### config.mk
export PLATFORM = sky130hd
export DESIGN_NAME = syscall_responder
export DESIGN_NICKNAME = d
export VERILOG_FILES = /design/src/rtl/syscall_responder.sv
export SDC_FILE = /design/constraint.sdc
export NUM_CORES = 1
export LEC_CHECK = 0
export CORE_MARGIN = 4
export CORE_UTILIZATION = 35
export DETAILED_ROUTE_END_ITERATION = 7
export HOLD_SLACK_MARGIN = 0.05
export PLACE_DENSITY_LB_ADDON = 0.12
export SYNTH_ARGS = -nofsm -noshare
export SYNTH_HDL_FRONTEND = slang
export SYNTH_SLANG_ARGS = --single-unit
### constraint.sdc
create_clock -name clk -period 2.21 [get_ports clk]
set_input_delay 0.442 -clock clk [delete_from_list [all_inputs] [get_ports clk]]
set_output_delay 0.442 -clock clk [all_outputs]
set_load 0.02 [all_outputs]
### src/rtl/syscall_responder.sv
// syscall_responder: services EX-stage SYSCALLs (display hex/dec, halt, pause); optional SYSCALL_DECIMAL_EN adds BCD conversion
//   Ports: clk, rst_n (async, active low), syscall_en, data_v0/data_a0 (service code/argument),
//   resume (board level) -> stall (comb), halt, display_data, display_valid (1-cycle pulse), syscall_count (wraps).
module syscall_responder #(
  parameter int          COUNT_WIDTH = 16,
  parameter logic [31:0] HEX_CODE    = 32'd34,
  parameter logic [31:0] DEC_CODE    = 32'd1,
  parameter logic [31:0] HALT_CODE   = 32'd10,
  parameter logic [31:0] PAUSE_CODE  = 32'd50
) (
  input  logic                   clk,
  input  logic                   rst_n,
  input  logic                   syscall_en,
  input  logic [31:0]            data_v0,
  input  logic [31:0]            data_a0,
  input  logic                   resume,
  output logic                   stall,
  output logic                   halt,
  output logic [31:0]            display_data,
  output logic                   display_valid,
  output logic [COUNT_WIDTH-1:0] syscall_count
);
  typedef enum logic [2:0] {
    IDLE,
    EXEC,
`ifdef SYSCALL_DECIMAL_EN
    CONVERT,
`endif
    PAUSED,
    HALTED
  } state_t;
  state_t                 state_q, state_d;
  logic [31:0]            v0_q, v0_d, a0_q, a0_d, data_q, data_d;
  logic [COUNT_WIDTH-1:0] count_q, count_d;
  logic                   valid_q, valid_d, resume_q;
`ifdef SYSCALL_DECIMAL_EN
  logic [31:0]            bcd_q, bcd_d, bcd_adj;
  logic [4:0]             bit_q, bit_d;
`endif
  always_comb begin
    state_d = state_q;
    v0_d    = v0_q;
    a0_d    = a0_q;
    data_d  = data_q;
    count_d = count_q;
    valid_d = 1'b0;
`ifdef SYSCALL_DECIMAL_EN
    bcd_d   = bcd_q;
    bit_d   = bit_q;
    bcd_adj = bcd_q;
    for (int i = 0; i < 8; i++)
      bcd_adj[4*i+:4] = bcd_q[4*i+:4] >= 4'd5 ? bcd_q[4*i+:4] + 4'd3 : bcd_q[4*i+:4];
`endif
    case (state_q)
      IDLE: if (syscall_en) begin
        v0_d    = data_v0;
        a0_d    = data_a0;
        count_d = count_q + 1'b1;
        state_d = EXEC;
      end
      EXEC: begin
        state_d = IDLE;
        if (v0_q == HALT_CODE) state_d = HALTED;
        else if (v0_q == PAUSE_CODE) state_d = PAUSED;
`ifdef SYSCALL_DECIMAL_EN
        else if (v0_q == DEC_CODE) begin
          state_d = CONVERT;
          bcd_d   = '0;
          bit_d   = '0;
        end
        else if (v0_q == HEX_CODE) begin
`else
        else if (v0_q == HEX_CODE || v0_q == DEC_CODE) begin
`endif
          data_d  = a0_q;
          valid_d = 1'b1;
        end
      end
`ifdef SYSCALL_DECIMAL_EN
      // Only 8 digits are displayed, so the digit overflow recirculates into the spent binary shifter.
      CONVERT: begin
        bcd_d = {bcd_adj[30:0], a0_q[31]};
        a0_d  = {a0_q[30:0], bcd_adj[31]};
        bit_d = bit_q + 5'd1;
        if (bit_q == 5'd31) begin
          state_d = IDLE;
          data_d  = bcd_d;
          valid_d = 1'b1;
        end
      end
`endif
      PAUSED: if (resume && !resume_q) state_d = IDLE;
      HALTED: state_d = HALTED;
      default: state_d = IDLE;
    endcase
  end
  always_ff @(posedge clk or negedge rst_n) begin
    if (!rst_n) begin
      state_q  <= IDLE;
      v0_q     <= '0;
      a0_q     <= '0;
      data_q   <= '0;
      count_q  <= '0;
      valid_q  <= 1'b0;
      resume_q <= 1'b0;
`ifdef SYSCALL_DECIMAL_EN
      bcd_q    <= '0;
      bit_q    <= '0;
`endif
    end else begin
      state_q  <= state_d;
      v0_q     <= v0_d;
      a0_q     <= a0_d;
      data_q   <= data_d;
      count_q  <= count_d;
      valid_q  <= valid_d;
      resume_q <= resume;
`ifdef SYSCALL_DECIMAL_EN
      bcd_q    <= bcd_d;
      bit_q    <= bit_d;
`endif
    end
  end
  assign stall         = (syscall_en && state_q == IDLE) || state_q != IDLE;
  assign halt          = state_q == PAUSED || state_q == HALTED;
  assign display_data  = data_q;
  assign display_valid = valid_q;
  assign syscall_count = count_q;
endmodule
==> impl_metrics.toml <==
[cts]
cts_inserted_buffers = 17
cts.path.max_buffers = 2
postCtsSetupBuffers = 0
clk_transition_reported_paths_ps = 50
ctsRootBufferMaster = "sky130_fd_sc_hd__clkbuf_16"
insertion_delay_ps = 410
h-tree-depth = 4
tritoncts_num_sinks = 116
cts_tree = "built"

[sta]
finalClockSkew_ps = 9.776
setup_viol_count_final = 0
timing.max_slew.rel_slack_pct = 65.08
final.setup.tns_ps = 0
fin_hold_ws_ps = 470.7
period_needed_ps = 2037
fin_ws_ps = 172.7
clock.fmax_ghz = 0.4908
final_hold_viol_count = 0
timing.final.crit_share_pct = 92.19
report.final.slew_viol_count = 0
rsz0062_at_grt = "false"
pin_slew_with_the_least_headroom_to_its_limit_ps = 523.7

[logic_synthesis]
synth.ff_latch_count = 116
async_flop_share_pct = 100.0
synthesis.yosys.warnings = 0
synth_most_common_cell = "sky130_fd_sc_hd__dfrtp_1"
synth_xor_area_share_pct = 2.909
muxShareOfSynthArea_pct = 24.19
synth-main-ff-cell = "sky130_fd_sc_hd__dfrtp_1"
ranking_of_synthesized_cells_by_area = "sky130_fd_sc_hd__dfrtp_1 64%, sky130_fd_sc_hd__mux2_2 24%, sky130_fd_sc_hd__xnor2_1 2.5%"
combinational_family_with_the_most_area_after_synthesis = "multiplexers"
adder_cell_share_of_the_synthesized_area_pct = 0.2771
yosys.area.top_type_share_pct = 64.28
syn_area_sq_um = 4516
synth.avg_cell_area_sq_um = 15.62
post_synth_num_cell_types = 28
synth.net_count = 358
synth.top_cells.by_count = "116 x sky130_fd_sc_hd__dfrtp_1, 97 x sky130_fd_sc_hd__mux2_2, 13 x sky130_fd_sc_hd__xnor2_1"
synth_compound_area_share_pct = 0.6650
yosys.area_share.simple_pct = 6.013
synth_enable_flop_cells = 0
cell_taking_the_most_area_after_synthesis = "sky130_fd_sc_hd__dfrtp_1"
synth.yosys.seq_area_share_pct = 64.28
synthCells = 289

[placed_design]
place_ws_ps = 70.98
hpwlAfterDp_mm = 6.419
number_of_buffer_cells_added_on_primary_ports = 118
routabilityCongestion = 0.6493
postPlaceCellArea_sq_um = 5931

[pwr]
p_clk_share_pct = 44.4
irDropWorstVdd_uv = 437.5
power_per_cell_area_nw_per_um2 = 889.2
netSwitchingPower_uw = 1301
seqPwrFrac_pct = 43.5
p_sw_share_pct = 22.50
comb_power_share_pct = 12.0
power_uw = 5783
power.leakage_uw = 0.002792
p_int_uw = 4482

[worst_setup_path]
critical_path_data_required_time_ps = 1770
critPathKind = "reg -> out"
endpoint_kind = "output port"
startpoint_of_the_most_critical_register_to_register_path = "v0_q[23]"
crit_path_max_fanout = 7
timing.critical_path.arrival_ps = 1600
worst_setup_path_startpoint = "state_q[1]"
setup.worst_path.start_class = "register"

[global_routing]
total_congestion_overflow_after_global_routing = 0
grt.total_usage_pct = 13.82
grt_start_max_net_pins = 48
first_global_vias = 3134
grt_antenna_before_repair = 0
first_pass_grt_wire_length_mm = 15.41

[detailed_routing]
final_routed_wire_length_divided_by_cell_count_um = 15.57
drtIter0Drc = 95
route.antenna.remaining_nets = 0
average_via_count_per_standard_cell = 4.621
drt_wl_total_mm = 9.406
detail_route.first_pass.iterations = 4
remaining_drc_errors = 0
vias = 2791

[floorplanning]
std_cell_rows = 41
die_width_um = 121.6
floorplan.die.height_um = 121.6
floorplan.initialDensity_pct = 35.78
design.die.area_sq_um = 14780
core_sq_um = 12620
num_io_pins = 119

[finish]
layout.cell_area.non_filler_sq_um = 6504
flow.area_growth_from_synthesis_pct = 44.03
antennaDiodeCount = 0
layout-drive-gt1-share_pct = 31.25
layout.nets = 490

[worst_hold_path]
worstHoldStart = "syscall_count[15]"
hp-class = "reg -> reg"

[outcome]
run_status = "finished clean"

[flow_run]
timing.max_cap.violations = 0
## layer usage
metal	routed length (um)	part of all wire [%]	GRT usage (%)
met2	4595	49	21.52
met3	671	7.1	6.592
met1	4015	43	16.69
met5	0	0	0
met4	123	1.3	5.322
## state kept, by name (all words and copies together) (netlist names)
register / count
a0_q: 32
display_valid: 1
v0_q: 32
display_data: 32
resume_q: 1
state_q: 2
syscall_count: 16
## cell type report
cell class / instances / area [sq um]
Clock buffer: 26 / 519.2
Fill cell: 1127 / 6116
Clock inverter: 4 / 45.04
Sequential cell: 116 / 2903
Multi-Input combinational cell: 160 / 1544
Timing Repair Buffer: 126 / 1277
Tap cell: 172 / 215.2
## worst paths after layout
kind	endpoint	depth (start not counted)	slack (ps)
setup / recovery	stall	2	170
hold / removal	syscall_count[15]	1	470
setup reg to reg	display_data[22]	5	180
hold reg to reg	syscall_count[15]	1	470
max in group asynchronous	a0_q[7]	3	950
min in group asynchronous	v0_q[6]	2	570
## power by group through the flow
stage / Combinational (uW) / Clock (uW) / Sequential [uW]
after floorplan: 310 / 0 / 2570
final: 697 / 2570 / 2520
after detailed placement: 711 / 0 / 2550
after global routing: 765 / 2740 / 2560
after global placement: 701 / 0 / 2540
after CTS: 715 / 2640 / 2520
## critical path, cell delays in order (launching register included)
cell and delay [ps]:
sky130_fd_sc_hd__dfrtp_1 480, sky130_fd_sc_hd__or3_1 390, sky130_fd_sc_hd__dlygate4sd2_1 320
## logic make-up (layout without fill, tap and decap cells)
family                   Yosys count  count (layout)
flip-flops                       116             116
multiplexers                      97              97
AND/OR/NAND/NOR                   43              43
XOR/XNOR                          15              15
buffers and inverters             13             156
AO/OA/AOI/OAI                      4               4
adder cells (fa/ha/maj)            1               1
## stage by stage
step	utilization, %	std cells
floorplan	-	289
global placement	47.00	573
detailed placement	47.00	573
CTS	51.54	604
global route	51.54	604
finish	51.54	604
## repair_timing
item,CTS,global route
endpoints found under the setup margin,1,0
hold endpoints to repair,37,0
hold buffers,1,0
gates resized for setup,1,0
## layout by cell type (no fill, tap or decap)
cell / n
sky130_fd_sc_hd__a21oi_1: 1
sky130_fd_sc_hd__a221o_1: 1
sky130_fd_sc_hd__a22oi_1: 1
sky130_fd_sc_hd__and2_1: 1
sky130_fd_sc_hd__and3_1: 3
sky130_fd_sc_hd__and3b_1: 1
sky130_fd_sc_hd__and4_1: 3
sky130_fd_sc_hd__buf_12: 3
sky130_fd_sc_hd__buf_4: 5
sky130_fd_sc_hd__bufinv_16: 1
sky130_fd_sc_hd__clkbuf_1: 3
sky130_fd_sc_hd__clkbuf_16: 17
sky130_fd_sc_hd__clkbuf_8: 6
sky130_fd_sc_hd__clkdlybuf4s50_1: 116
sky130_fd_sc_hd__clkinv_2: 3
sky130_fd_sc_hd__dfrtp_1: 116
sky130_fd_sc_hd__dlygate4sd2_1: 1
sky130_fd_sc_hd__dlygate4sd3_1: 1
sky130_fd_sc_hd__ha_1: 1
sky130_fd_sc_hd__mux2_2: 97
sky130_fd_sc_hd__nand2_1: 7
sky130_fd_sc_hd__nand3_1: 6
sky130_fd_sc_hd__nand4_1: 4
sky130_fd_sc_hd__nor2_1: 3
sky130_fd_sc_hd__nor2b_1: 1
sky130_fd_sc_hd__nor3_1: 5
sky130_fd_sc_hd__nor3b_1: 1
sky130_fd_sc_hd__nor3b_4: 1
sky130_fd_sc_hd__nor4_1: 4
sky130_fd_sc_hd__nor4_4: 1
sky130_fd_sc_hd__nor4b_2: 1
sky130_fd_sc_hd__o21a_1: 1
sky130_fd_sc_hd__or3_1: 1
sky130_fd_sc_hd__xnor2_1: 13
sky130_fd_sc_hd__xor2_1: 2
Power figures use the tool's default switching activity.
